**src/rtl/phrase_sequencer_pkg.sv**
```systemverilog
// -----------------------------------------------------------------------------
// tracker_pkg
//   Types and constants shared by the phrase store and the phrase sequencer:
//   the phrase word layout, the empty-word marker, the highest playable note,
//   the sequencer state encoding and a helper that classifies a channel word.
// -----------------------------------------------------------------------------
package tracker_pkg;

  localparam logic [15:0] PHRASE_EMPTY = 16'hFFFF;
  localparam logic [7:0]  NOTE_MAX     = 8'd107;
  localparam int          PHRASE_ROWS  = 16;
  localparam int          NUM_CH       = 4;

  typedef struct packed {
    logic [7:0] note;
    logic [5:0] vol;
    logic [1:0] inst;
  } phrase_entry_t;

  typedef enum logic [1:0] {S_IDLE, S_FETCH, S_EMIT, S_WAIT} seq_state_t;

  // What a channel word does to its channel when the row is emitted.
  typedef enum logic [1:0] {
    W_HOLD,  // empty or unplayable note: leave every field alone
    W_MUTE,  // latch fields, silence the channel
    W_PLAY   // latch fields, open the gate and fire a trigger
  } word_action_t;

  function automatic word_action_t classify(input logic [15:0] word);
    phrase_entry_t entry;
    entry = phrase_entry_t'(word);
    if (word == PHRASE_EMPTY || entry.note > NOTE_MAX) return W_HOLD;
    if (entry.vol == 6'd0)                             return W_MUTE;
    return W_PLAY;
  endfunction

endpackage

```
**src/rtl/phrase_sequencer_if.sv**
```systemverilog
// -----------------------------------------------------------------------------
// phrase_sequencer_if
//   Bundles the sequencer's control inputs, the four phrase-store words and the
//   decoded per-channel outputs.
//   master : transport control + phrase store side (drives play/tempo/words)
//   slave  : the sequencer (drives row index, channel registers and strobes)
// -----------------------------------------------------------------------------
interface phrase_sequencer_if;
  logic        play_pause;
  logic [7:0]  tempo_bpm;
  logic [15:0] channel_0;
  logic [15:0] channel_1;
  logic [15:0] channel_2;
  logic [15:0] channel_3;
  logic [3:0]  row;
  logic [31:0] ch_note;
  logic [23:0] ch_vol;
  logic [7:0]  ch_inst;
  logic [3:0]  ch_gate;
  logic [3:0]  ch_trig;
  logic        row_strobe;
  logic        phrase_wrap;

  modport master (
    output play_pause, tempo_bpm, channel_0, channel_1, channel_2, channel_3,
    input  row, ch_note, ch_vol, ch_inst, ch_gate, ch_trig, row_strobe, phrase_wrap
  );

  modport slave (
    input  play_pause, tempo_bpm, channel_0, channel_1, channel_2, channel_3,
    output row, ch_note, ch_vol, ch_inst, ch_gate, ch_trig, row_strobe, phrase_wrap
  );
endinterface

```
**src/rtl/phrase_sequencer_tempo_tick_gen.sv**
```systemverilog
// -----------------------------------------------------------------------------
// tempo_tick_gen
//   Phase accumulator that converts a BPM value into row ticks. Every cycle it
//   adds tempo_bpm*ROWS_PER_BEAT; when the sum reaches CLK_HZ*60 it subtracts
//   the threshold (keeping the remainder) and raises tick for that cycle.
//   Ports:
//     clk, rst_active_high : clock, asynchronous active-high reset
//     clr                  : synchronous clear of the accumulator
//     tempo_bpm            : BPM increment source; 0 holds the accumulator
//     tick                 : combinational, high when this cycle's sum crosses
// -----------------------------------------------------------------------------
module tempo_tick_gen #(
  parameter int CLK_HZ        = 100_000_000,
  parameter int ROWS_PER_BEAT = 4,
  parameter int ACC_W         = 34
) (
  input  logic       clk,
  input  logic       rst_active_high,
  input  logic       clr,
  input  logic [7:0] tempo_bpm,
  output logic       tick
);

  localparam logic [ACC_W-1:0] THRESH = ACC_W'(64'(CLK_HZ) * 64'd60);

  logic [ACC_W-1:0] acc_q, acc_d;
  logic [ACC_W-1:0] inc;
  logic [ACC_W-1:0] sum;

  // The remainder after a subtract is always below the increment, so with a
  // zero increment the sum can never reach the threshold.
  // NOTE: every variable assigned here gets a default first, so no path can
  // leave one unassigned and infer a latch.
  always_comb begin
    inc   = ACC_W'(tempo_bpm) * ACC_W'(ROWS_PER_BEAT);
    sum   = acc_q + inc;
    tick  = 1'b0;
    acc_d = sum;
    if (clr) begin
      acc_d = '0;
    end else if (sum >= THRESH) begin
      tick  = 1'b1;
      acc_d = sum - THRESH;
    end
  end

  // NOTE: state registers use non-blocking assignments so every flop samples
  // the pre-edge values regardless of process ordering.
  always_ff @(posedge clk or posedge rst_active_high) begin
    if (rst_active_high) acc_q <= '0;
    else                 acc_q <= acc_d;
  end

endmodule

```
**src/rtl/phrase_sequencer.sv**
```systemverilog
// -----------------------------------------------------------------------------
// phrase_sequencer
//   Steps a 16-row phrase at the tempo rate, presents the row index to the
//   phrase store, and decodes the four returned words into per-channel
//   note/volume/instrument/gate registers with one-cycle trigger pulses.
//   Ports:
//     clk, rst_active_high : clock, asynchronous active-high reset
//     bus (slave)          : play_pause, tempo_bpm, channel_0..3 in;
//                            row, ch_note, ch_vol, ch_inst, ch_gate, ch_trig,
//                            row_strobe, phrase_wrap out (all registered)
// -----------------------------------------------------------------------------
module phrase_sequencer
  import tracker_pkg::*;
#(
  parameter int CLK_HZ        = 100_000_000,
  parameter int ROWS_PER_BEAT = 4,
  parameter int ACC_W         = 34
) (
  input logic               clk,
  input logic               rst_active_high,
  phrase_sequencer_if.slave bus
);

  seq_state_t                   state_q, state_d;
  logic [3:0]                   row_q, row_d;
  logic [NUM_CH-1:0][7:0]       note_q, note_d;
  logic [NUM_CH-1:0][5:0]       vol_q, vol_d;
  logic [NUM_CH-1:0][1:0]       inst_q, inst_d;
  logic [NUM_CH-1:0]            gate_q, gate_d;
  logic [NUM_CH-1:0]            trig_q, trig_d;
  logic                         strobe_q, strobe_d;
  logic                         wrap_q, wrap_d;

  logic [15:0]                  words [NUM_CH];
  logic                         acc_clr;
  logic                         tick;
  logic [7:0]                   tempo_gated;
  phrase_entry_t                entry;

  assign words[0] = bus.channel_0;
  assign words[1] = bus.channel_1;
  assign words[2] = bus.channel_2;
  assign words[3] = bus.channel_3;

  // Only S_WAIT advances the phase; FETCH/EMIT cycles do not count toward a row.
  assign tempo_gated = (state_q == S_WAIT) ? bus.tempo_bpm : 8'd0;

  tempo_tick_gen #(
    .CLK_HZ       (CLK_HZ),
    .ROWS_PER_BEAT(ROWS_PER_BEAT),
    .ACC_W        (ACC_W)
  ) u_tick (
    .clk            (clk),
    .rst_active_high(rst_active_high),
    .clr            (acc_clr),
    .tempo_bpm      (tempo_gated),
    .tick           (tick)
  );

  always_comb begin
    state_d  = state_q;
    row_d    = row_q;
    note_d   = note_q;
    vol_d    = vol_q;
    inst_d   = inst_q;
    gate_d   = gate_q;
    trig_d   = '0;
    strobe_d = 1'b0;
    wrap_d   = 1'b0;
    acc_clr  = 1'b0;
    entry    = '0;

    // Pause has priority over any tick or emit happening in the same cycle.
    if (!bus.play_pause) begin
      state_d = S_IDLE;
      gate_d  = '0;
      acc_clr = 1'b1;
    end else begin
      unique case (state_q)
        S_IDLE: begin
          row_d   = '0;
          acc_clr = 1'b1;
          state_d = S_FETCH;
        end
        S_FETCH: state_d = S_EMIT;
        S_EMIT: begin
          for (int ch = 0; ch < NUM_CH; ch++) begin
            entry = phrase_entry_t'(words[ch]);
            if (classify(words[ch]) != W_HOLD) begin
              note_d[ch] = entry.note;
              vol_d[ch]  = entry.vol;
              inst_d[ch] = entry.inst;
              gate_d[ch] = (classify(words[ch]) == W_PLAY);
              trig_d[ch] = (classify(words[ch]) == W_PLAY);
            end
          end
          strobe_d = 1'b1;
          wrap_d   = (row_q == 4'(PHRASE_ROWS - 1));
          state_d  = S_WAIT;
        end
        S_WAIT: begin
          if (tick) begin
            row_d   = row_q + 4'd1;  // modulo-16 by width
            state_d = S_FETCH;
          end
        end
        default: state_d = S_IDLE;
      endcase
    end
  end

  // NOTE: the channel field arrays are ordinary flops rather than a RAM, so
  // they take the asynchronous reset along with the rest of the state.
  always_ff @(posedge clk or posedge rst_active_high) begin
    if (rst_active_high) begin
      state_q  <= S_IDLE;
      row_q    <= '0;
      note_q   <= '0;
      vol_q    <= '0;
      inst_q   <= '0;
      gate_q   <= '0;
      trig_q   <= '0;
      strobe_q <= 1'b0;
      wrap_q   <= 1'b0;
    end else begin
      state_q  <= state_d;
      row_q    <= row_d;
      note_q   <= note_d;
      vol_q    <= vol_d;
      inst_q   <= inst_d;
      gate_q   <= gate_d;
      trig_q   <= trig_d;
      strobe_q <= strobe_d;
      wrap_q   <= wrap_d;
    end
  end

  assign bus.row         = row_q;
  assign bus.ch_note     = note_q;
  assign bus.ch_vol      = vol_q;
  assign bus.ch_inst     = inst_q;
  assign bus.ch_gate     = gate_q;
  assign bus.ch_trig     = trig_q;
  assign bus.row_strobe  = strobe_q;
  assign bus.phrase_wrap = wrap_q;

endmodule

```
**src/flat_wrapper.sv**
```systemverilog
// flat-port wrapper written by rule: the top's interface ports become plain ports
module phrase_sequencer_flat import tracker_pkg::*;
#(
  parameter int CLK_HZ        = 100_000_000,
  parameter int ROWS_PER_BEAT = 4,
  parameter int ACC_W         = 34
)
  (clk, rst_active_high, bus_play_pause, bus_tempo_bpm, bus_channel_0, bus_channel_1, bus_channel_2, bus_channel_3, bus_row, bus_ch_note, bus_ch_vol, bus_ch_inst, bus_ch_gate, bus_ch_trig, bus_row_strobe, bus_phrase_wrap);
  phrase_sequencer_if bus_i ();
  input logic clk;
  input logic rst_active_high;
  input wire logic [$bits(bus_i.play_pause)-1:0] bus_play_pause;
  input wire logic [$bits(bus_i.tempo_bpm)-1:0] bus_tempo_bpm;
  input wire logic [$bits(bus_i.channel_0)-1:0] bus_channel_0;
  input wire logic [$bits(bus_i.channel_1)-1:0] bus_channel_1;
  input wire logic [$bits(bus_i.channel_2)-1:0] bus_channel_2;
  input wire logic [$bits(bus_i.channel_3)-1:0] bus_channel_3;
  output wire logic [$bits(bus_i.row)-1:0] bus_row;
  output wire logic [$bits(bus_i.ch_note)-1:0] bus_ch_note;
  output wire logic [$bits(bus_i.ch_vol)-1:0] bus_ch_vol;
  output wire logic [$bits(bus_i.ch_inst)-1:0] bus_ch_inst;
  output wire logic [$bits(bus_i.ch_gate)-1:0] bus_ch_gate;
  output wire logic [$bits(bus_i.ch_trig)-1:0] bus_ch_trig;
  output wire logic [$bits(bus_i.row_strobe)-1:0] bus_row_strobe;
  output wire logic [$bits(bus_i.phrase_wrap)-1:0] bus_phrase_wrap;
  assign bus_i.play_pause = bus_play_pause;
  assign bus_i.tempo_bpm = bus_tempo_bpm;
  assign bus_i.channel_0 = bus_channel_0;
  assign bus_i.channel_1 = bus_channel_1;
  assign bus_i.channel_2 = bus_channel_2;
  assign bus_i.channel_3 = bus_channel_3;
  assign bus_row = bus_i.row;
  assign bus_ch_note = bus_i.ch_note;
  assign bus_ch_vol = bus_i.ch_vol;
  assign bus_ch_inst = bus_i.ch_inst;
  assign bus_ch_gate = bus_i.ch_gate;
  assign bus_ch_trig = bus_i.ch_trig;
  assign bus_row_strobe = bus_i.row_strobe;
  assign bus_phrase_wrap = bus_i.phrase_wrap;
  phrase_sequencer #(.CLK_HZ(CLK_HZ), .ROWS_PER_BEAT(ROWS_PER_BEAT), .ACC_W(ACC_W)) u_core (.clk(clk), .rst_active_high(rst_active_high), .bus(bus_i));
endmodule
```
**config.mk**
```make
export PLATFORM = sky130hd
export DESIGN_NAME = phrase_sequencer_flat
export DESIGN_NICKNAME = d
export VERILOG_FILES = /design/src/rtl/phrase_sequencer_pkg.sv /design/src/rtl/phrase_sequencer_if.sv /design/src/rtl/phrase_sequencer_tempo_tick_gen.sv /design/src/rtl/phrase_sequencer.sv /design/src/flat_wrapper.sv
export SDC_FILE = /design/constraint.sdc
export NUM_CORES = 1
export LEC_CHECK = 0
export ABC_AREA = 1
export CORE_ASPECT_RATIO = 0.75
export CORE_MARGIN = 3
export CORE_UTILIZATION = 46
export DETAILED_ROUTE_END_ITERATION = 6
export PLACE_DENSITY = 0.76
export SLEW_MARGIN = 20
export SYNTH_ARGS = -nofsm -noshare
export SYNTH_HDL_FRONTEND = slang
export SYNTH_SLANG_ARGS = --single-unit
```
**constraint.sdc**
```tcl
create_clock -name clk -period 3.35 [get_ports clk]
set_input_delay 0.5025 -clock clk [delete_from_list [all_inputs] [get_ports clk]]
set_output_delay 0.5025 -clock clk [all_outputs]
set_load 0.03 [all_outputs]
```
# After elaboration in Yosys (flattened, before gate mapping)
# Index checks and enable logic that the tools add are counted.
# Widths: inputs -> output; s select.
# totals
out_inout_bits	78
regBits	114
# classes
n_lt_le_gt_ge	5
add_sub_neg	3
n_reduce_logical	23
n_eq_ne	19
muxes	128
# ops
op	count
$mux 2	46
$mux 1	72
$mux 34	2
$eq 16x16->1 const B	4
$add 34x10->34	1
$ge 34x33->1 const B	1
$sub 34x33->34 const B	1
$gt 8x7->1 const B	4
$logic_not 6->1	4
$mux 4	5
$reduce_and 3->1	5
$eq 2x2->1 const B	6
$ne 2x1->1 const B	6
$reduce_bool 2->1	5
$mux 8	1
$pmux 2 s4	1
$pmux 4 s2	1
$reduce_and 2->1	4
$add 4x1->4 const B	1
$eq 4x4->1 const B	1
$logic_or 1x1->1	4
$ne 3x2->1 const B	1
$eq 2x1->1 const B	1
$logic_not 2->1	1

# Depth between registers and ports, before layout
# logic_depth
ltp_word	29
mapped_depth	27

# Modules after synthesis
# Synthesis repeated with hierarchy kept, for this count alone.
# hier_totals
cells_unflattened	1111
hier_area_um2	7388.3
# modules_own_cells
module	instances	cells_per_inst	area_per_inst_um2	seq_area_each_um2
tempo_tick_gen	1	690	3729.8	800.8
phrase_sequencer	1	421	3658.5	2001.9

# Worst setup path before layout
# No wires, ideal clock.
# synth_timing
kind	reg2reg
from	register u_core.state_q[0]
to	register u_core.row_q[2], in the netlist u_core.bus.row[2]
setup_ps	118
path_buffers	1
slack_ps	-220
synth_period_minus_slack_ps	3570
path_stages_with_launch	24
t_arrival_ps	3452
cell_sequence	dfrtp_1 > ha_1 > clkbuf_1 > nand2_1 > inv_1 > ha_1 > fa_1 > nand2_1 > nand2_1 > nand3_1 > nand2_2 > xor2_1 > ha_1 > nand3_1 > nor2_1 > nand2_1 > nand3_2 > nand3_2 > nand3_4 > nand2_4 > nand2_4 > nand2_2 > nand2_1 > nand2_1
# synth_between
elab_chain_cells	8
elab_cells_between_ends	13
# synth_rtl
element	line	source
from (decl)	phrase_sequencer.sv:24	seq_state_t state_q, state_d;
from (signal assigned)	phrase_sequencer.sv:126	state_q <= state_d;
$eq 2x2->1	phrase_sequencer.sv:46, phrase_sequencer.sv:79	
$mux 8	phrase_sequencer.sv:46	assign tempo_gated = (state_q == S_WAIT) ? bus.tempo_bpm : 8'd0;
$add 34x10->34	phrase_sequencer_tempo_tick_gen.sv:36	sum = acc_q + inc;
$ge 34x33->1	phrase_sequencer_tempo_tick_gen.sv:41	end else if (sum >= THRESH) begin
$mux 1	phrase_sequencer_tempo_tick_gen.sv:41	
$mux 1	phrase_sequencer_tempo_tick_gen.sv:39	if (clr) begin
$ne 2x1->1 (no source line)	-	
$reduce_and 3->1 (no source line)	-	
to (signal assigned)	phrase_sequencer.sv:127	row_q <= row_d;
to (decl)	phrase_sequencer.sv:25	logic [3:0] row_q, row_d;
# Several ways; a longest one is shown, not always the timed one.
# A chain may end at the register's enable or synchronous reset.

# Final worst setup path
# layout_timing
from	register u_core.state_q[1]
to	register u_core.u_tick.acc_q[29]
# layout_between
elab_chain_cells	6
elab_cells_between_ends	10
# layout_rtl
element	line	source
$eq 2x2->1	phrase_sequencer.sv:46	
$mux 8	phrase_sequencer.sv:46	
$add 34x10->34	phrase_sequencer_tempo_tick_gen.sv:36	
$sub 34x33->34 / $ge 34x33->1 (equally long branches)	phrase_sequencer_tempo_tick_gen.sv:43, phrase_sequencer_tempo_tick_gen.sv:41	
$mux 34	phrase_sequencer_tempo_tick_gen.sv:41	
$mux 34 (*)	phrase_sequencer_tempo_tick_gen.sv:39	
net u_core.u_tick.acc_d[29]	phrase_sequencer_tempo_tick_gen.sv:26	logic [ACC_W-1:0] acc_q, acc_d;
to (signal assigned)	phrase_sequencer_tempo_tick_gen.sv:50	if (rst_active_high) acc_q <= '0;
to (signal assigned)	phrase_sequencer_tempo_tick_gen.sv:51	else acc_q <= acc_d;
to (decl)	phrase_sequencer_tempo_tick_gen.sv:26	
# Mark *: on every way through the listed nets, which the timed path passes. The rest lies on a longest branch.

==> results.yml <==
run_status:
  status: "finished clean"
clock_tree:
  tritoncts: "done"
  clkLatencyLatePin_ps: 350
  cts.sinks: 112
  clk_path_buf_depth: 2
  cts_buffers: 9
  clk_root_buffer_cell: "clkbuf_16"
  htreeDepth: 3
  clk_pin_slew_ps: 90
critical_path:
  rr_worst_depth: 22
  crit_path_end_kind: "flop"
  crit_required_ps: 3600
  crit_path_start_kind: "flop"
  cp_max_fo: 6
  arrival_ps: 3530
  path_class: "flop to flop"
place:
  dp_hpwl_um: 16900
  placed_cell_area_mm2: 0.00932
  placed_cells: 1441
  gp_congestion: 0.976
  port_buffers: 152
sta:
  tightest_slew_ps: 692
  finalClockSkew_ps: 13.3
  relSlewSlack: 0.537
  period_minus_slack_ps: 3280
  slew_viol_final: 0
  hold_slack_ps: 471
  rsz0062_at_grt: "yes"
  hold_violations: 0
  max_freq_ghz: 0.305
  finalSetupViolCount: 0
  fin_crit_sh: 0.979
synthesis:
  synth_seq_cells: 112
  synth_edf_count: 0
  netlist_area_mm2: 0.00682
  ys_seq_area_frac: 0.411
  synth.avg_cell_area_um2: 6.77
  async_flop_share: 1.00
  synth.most_common_cell: "nand2_1"
  synth_common_cells: "nand2_1, dfrtp_1, inv_1, nor2_1, nand3_1"
  synth-main-ff-cell: "dfrtp_1"
  syn-num-nets: 1098
  synth.distinct_cells: 37
  yosysWarnings: 0
  synth_top_cell_area_share: 0.411
  synth_cells: 1008
  synth_area_leaders: "dfrtp_1, nand2_1, inv_1"
  synth_top_area_cell: "dfrtp_1"
route:
  dr.pass1.iters: 5
  wl_per_cell_um: 15.6
  wl_met1_um: 10300
  via_count: 7501
  wirelength_um: 22900
  drc: 0
  vias_per_cell: 5.10
  drt_iter0_drc: 712
  wl_met2_um: 10500
  ant_nets: 0
  route.met3.wl_um: 1980
  maxUsedRoutingLayer: "met4"
grt:
  antenna_found_initial: 0
  grt_pass1_wl_um: 34900
  grt_usage: 0.263
  first_global_vias: 7024
  gr-total-overflow: 0
  grt_max_degree: 57
floorplanning:
  die-area_mm2: 0.0163
  io_pins: 153
  initial_core_util: 0.483
  core_area_mm2: 0.0141
  die_h_um: 111
  die_w_um: 147
  rows: 37
hold_path:
  holdPathStages: 2
  hold_class: "flop to flop"
cells_and_area:
  final_cells: 1470
  post-route-util: 0.727
  area_growth_pct: 50.5
  finalNetCount: 1360
  drive_above_1_share: 0.203
  stdcell_area_mm2: 0.0103
  diodes: 0
pwr:
  p_leak_uw: 0.00510
  powerDensity_mw_per_mm2: 529
  irDropWorstVdd_v: 0.000482
run:
  maxCapViolCount: 0
## placed cells by master (no fill, tap or decap), types with 2 or more instances in the layout
master and instances:
nand3_2 7, xnor2_1 6, dfrtp_1 112, nand2_4 12
clkbuf_16 11, a21oi_1 24, o21bai_1 5, nor3b_1 2
and2_1 4, xor2_1 4, buf_12 2, o21ai_1 8
nand2_2 44, nand3b_1 8, inv_8 4, xor2_4 2
nor3_1 7, buf_4 108, ha_4 9, nor4_1 2
nand3_4 3, o22ai_1 4, o21ai_0 17, a21oi_2 4
inv_2 13, nand4_1 16, nor2_1 98, clkdlybuf4s50_1 152
buf_6 5, inv_1 101, nor3b_2 2, nand3_1 60
xor2_2 2, nor2_2 15, nand2_1 374, nor2_4 6
ha_1 5, o211ai_1 2
## registers in the layout, indices dropped and copies added (netlist names)
register,flops
u_core.bus.ch_gate,4
u_core.bus.ch_inst,8
u_core.bus.ch_note,32
u_core.bus.ch_trig,4
u_core.bus.ch_vol,24
u_core.bus.phrase_wrap,1
u_core.bus.row,4
u_core.bus.row_strobe,1
u_core.state_q,2
u_core.u_tick.acc_q,32
## area by class of cell
class	instances	area, um2
timing repair buffer	270	2490
sequential	112	2800
fill	1120	3850
tap	195	244
clock inverter	7	100
clock buffer	9	225
multi-input combinational	760	3960
inverter	117	445
## final timing paths
path                                  startpoint  slack [ps]                       to
setup reg to reg               u_core.state_q[1]          70  u_core.u_tick.acc_q[29]
hold / removal             u_core.bus.ch_note[7]         470    u_core.bus.ch_note[7]
hold reg to reg            u_core.bus.ch_note[7]         470    u_core.bus.ch_note[7]
min in group asynchronous        rst_active_high         590   u_core.u_tick.acc_q[2]
max in group asynchronous        rst_active_high        1970     u_core.bus.ch_vol[8]
setup / recovery               u_core.state_q[1]          70  u_core.u_tick.acc_q[29]
## critical path, cell delays in order, from the launching register on
cell     delay [ps]
dfrtp_1         420
ha_4            200
buf_6           140
nand2_2          70
inv_2            50
ha_4            300
nand2_1          80
nor2_2          160
nand3_1         110
buf_4           140
nand4_1         220
and2_1          210
nand2_1          80
nor2_2          150
nand2_1         110
nand2_1         140
nand2_1          70
nand2_1         120
nand2_1          90
nand2_1         140
nand3_1          90
nand2_1          60
nor2_1           40
## layer usage
metal	vias up	GRT usage
li1	3653	-
met1	3539	0.387
met2	293	0.403
met3	16	0.0696
met4	0	0.0345
met5	-	0
## report_power, final
part           switching, uW  total (uW)  internal [uW]
clock                    579        1200            616
combinational           1370        2310            936
sequential               215        1930           1710
## what timing repair did
action / 4_1_cts / 5_1_grt
resized for setup: 2 / 126
cloned: 0 / 2
setup endpoints to repair: 5 / 30
hold buffers: 0 / 0
buffers inserted: 0 / 11
pin swaps: 0 / 19
## cells by family after synthesis
| kind of cell | Yosys count | share of synthesized area |
|---|---|---|
| simple gates | 663 | 0.408 |
| buf+inv | 136 | 0.0792 |
| flops | 112 | 0.411 |
| compound gates | 67 | 0.0545 |
| xor+xnor | 15 | 0.0193 |
| fa+ha+maj | 15 | 0.0286 |
## through the flow
stage / TNS [ps] / worst slack (ps) / total power, uW
6_report: 0 / 71.1 / 5430
3_5_place_dp: -4090 / -223 / 4180
5_1_grt: -1820 / -116 / 5710
2_1_floorplan: 0 / 10.9 / 3120
4_1_cts: 0 / 5.93 / 5380
3_3_place_gp: -3210 / -208 / 4130
No activity file was read; power rests on OpenSTA's default activity.
==> patch, RTL diff (same settings) <==
`ACC_W` is set to 34 in 3 places; all go to 68.
--- a/src/rtl/phrase_sequencer_tempo_tick_gen.sv
+++ b/src/rtl/phrase_sequencer_tempo_tick_gen.sv
@@ -12,7 +12,7 @@
 module tempo_tick_gen #(
   parameter int CLK_HZ        = 100_000_000,
   parameter int ROWS_PER_BEAT = 4,
-  parameter int ACC_W         = 34
+  parameter int ACC_W         = 68
 ) (
   input  logic       clk,
   input  logic       rst_active_high,
--- a/src/rtl/phrase_sequencer.sv
+++ b/src/rtl/phrase_sequencer.sv
@@ -14,7 +14,7 @@
 #(
   parameter int CLK_HZ        = 100_000_000,
   parameter int ROWS_PER_BEAT = 4,
-  parameter int ACC_W         = 34
+  parameter int ACC_W         = 68
 ) (
   input logic               clk,
   input logic               rst_active_high,
--- a/src/flat_wrapper.sv
+++ b/src/flat_wrapper.sv
@@ -3,7 +3,7 @@
 #(
   parameter int CLK_HZ        = 100_000_000,
   parameter int ROWS_PER_BEAT = 4,
-  parameter int ACC_W         = 34
+  parameter int ACC_W         = 68
 )
   (clk, rst_active_high, bus_play_pause, bus_tempo_bpm, bus_channel_0, bus_channel_1, bus_channel_2, bus_channel_3, bus_row, bus_ch_note, bus_ch_vol, bus_ch_inst, bus_ch_gate, bus_ch_trig, bus_row_strobe, bus_phrase_wrap);
   phrase_sequencer_if bus_i ();
Behaviour: no difference found for any inputs over 4 cycles, from zero or initial values and one cycle with rst_active_high high; that may be too few to reach the edited logic, so the function may still have changed.
==> patch against the original RTL <==
The flow now finishes with violations (design-rule violations, negative setup slack). Core utilization rose by 5.8 points. Die area rose by 64%. Synthesized area rose by 67%. Total power rose to 3.2 times the old value. Setup slack got worse by 0.66 ns. Hold slack got worse by 0.0026 ns. Largest cell class unchanged. Clock skew rose by 0.0046 ns. Sequential power rose by 50%. Synthesized cell count rose by 88%. Fmax fell by 17%. Cell area rose by 85%. Wire length rose to 2.8 times the old value. Sequential cell count rose by 34.
==> patch: results (changes against the original RTL) <==
.. list-table::
   :header-rows: 1

   * - Metric
     - Value
   * - Total clock buffers created by CTS
     - 17 (+8)
   * - H-tree levels
     - 4 (+1)
   * - Capturing point of the worst reg2reg path
     - u_core.u_tick.acc_q[44]
   * - Result of the run
     - finished, violations left
   * - First-pass DRT Iterations
     - 7 (+2)
   * - Tot GR Track Use
     - 43.4% (+17 points)
   * - Sum of routed wire length over all layers
     - 63500 um (+180%)
   * - Proportion of layout cells with a drive suffix above 1
     - 38.0% (+18 points)
   * - Synth cell count leaders
     - sky130_fd_sc_hd__nand2_1 (746), sky130_fd_sc_hd__nor2_1 (280), sky130_fd_sc_hd__inv_1 (212), sky130_fd_sc_hd__dfrtp_1 (146), sky130_fd_sc_hd__nand3_1 (145)
   * - # setup viols final
     - 64 (+64)
   * - VDD IR max
     - 0.975 mV (+100%)
   * - Min setup slack post-route
     - -0.585 ns (-0.656 ns)
   * - Power Combinational
     - 12.3 mW (+430%)
   * - Post-place setup slack
     - -0.917 ns (-0.693 ns)
   * - Pin count of the biggest net entering global routing
     - 51 (-11%)
   * - Critical register-to-register path startpoint
     - u_core.state_q[0]
   * - Leak Pwr
     - 9.39 nW (+84%)
   * - Antenna violations before repair
     - 2 (+2)
   * - Via count normalized by instance count
     - 5.95 (+17%)
   * - Hold path startpoint
     - u_core.bus.ch_note[31]
   * - Worst Hold Slack
     - 0.468 ns (-0.00264 ns)
   * - GR Util met3
     - 19.0% (+12 points)
   * - Global-route wire length before repair
     - 87700 um (+150%)
   * - Violated checks
     - design-rule violations, negative setup slack
   * - Post-CTS setup buffers
     - 46 (+46)
   * - Clock latency of the later-clocked register in the worst-skew pair
     - 0.46 ns (+0.11 ns)
   * - Number of remaining DRC errors
     - 12 (+12)
   * - Sequential-to-total area share from yosys stat
     - 32.0% (-9.1 points)
   * - Met2 routing resource usage after global routing
     - 64.2% (+24 points)
   * - Post_cts resized
     - 440 (+438)
   * - Met3 wire length
     - 10100 um (+410%)
   * - Clk. pwr
     - 2.07 mW (+73%)
==> patch: worst max-delay path by stage <==
stage                                   end              start  slack (ns)  cells after the start
finish              u_core.u_tick.acc_q[44]  u_core.state_q[0]       -0.59                     25
global route        u_core.u_tick.acc_q[12]  u_core.state_q[1]       -0.63                     26
CTS                 u_core.u_tick.acc_q[16]  u_core.state_q[0]       -0.17                     26
detailed placement  u_core.u_tick.acc_q[55]   bus_tempo_bpm[0]       -0.92                     24
global placement    u_core.u_tick.acc_q[55]   bus_tempo_bpm[0]       -0.82                     24
floorplan           u_core.u_tick.acc_q[29]  u_core.state_q[1]      -0.007                     24
==> patch: cell type report <==
| type | count | area (sq um) | area share, % |
|---|---|---|---|
| Multi-Input combinational cell | 1492 | 8920 | 47.1 |
| Timing Repair Buffer | 499 | 4390 | 23.2 |
| Sequential cell | 146 | 3650 | 19.3 |
| Inverter | 230 | 902 | 4.76 |
| Clock buffer | 20 | 447 | 2.36 |
| Tap cell | 331 | 414 | 2.18 |
| Clock inverter | 12 | 146 | 0.772 |
| Timing Repair inverter | 5 | 76.3 | 0.402 |
| Antenna cell | 4 | 10.0 | 0.0528 |
==> patch: kinds of logic (layout without fill, tap and decap cells) <==
group	Yosys count	in the layout	synth area share (%)
other cells	0	4	0
simple gates	1374	1376	52.0
compound gates	83	83	3.97
flops	146	146	32.0
fa+ha+maj	15	15	1.71
buf+inv	257	766	8.93
xor+xnor	18	18	1.38
==> patch: critical path, cell delays in order (launching register included) <==
cell                      delay, ns
sky130_fd_sc_hd__dfrtp_1       0.42
sky130_fd_sc_hd__ha_4          0.24
sky130_fd_sc_hd__buf_8         0.17
sky130_fd_sc_hd__nand2_2       0.06
sky130_fd_sc_hd__inv_2         0.08
sky130_fd_sc_hd__ha_4          0.33
sky130_fd_sc_hd__nand2_4       0.09
sky130_fd_sc_hd__nor2_4        0.16
sky130_fd_sc_hd__nand2_2       0.10
sky130_fd_sc_hd__inv_1         0.23
sky130_fd_sc_hd__nand2_4       0.12
sky130_fd_sc_hd__nand2_8       0.12
sky130_fd_sc_hd__nand2_1       0.05
sky130_fd_sc_hd__nand2_1       0.10
sky130_fd_sc_hd__nand2_4       0.11
sky130_fd_sc_hd__nor2_4        0.16
sky130_fd_sc_hd__nand2_4       0.08
sky130_fd_sc_hd__nor2_4        0.14
sky130_fd_sc_hd__nand3_4       0.10
sky130_fd_sc_hd__nand3_4       0.14
sky130_fd_sc_hd__nor2_8        0.06
sky130_fd_sc_hd__buf_12        0.16
sky130_fd_sc_hd__buf_12        0.15
sky130_fd_sc_hd__nor2_2        0.14
sky130_fd_sc_hd__nand2_1       0.10
sky130_fd_sc_hd__a21oi_2       0.20
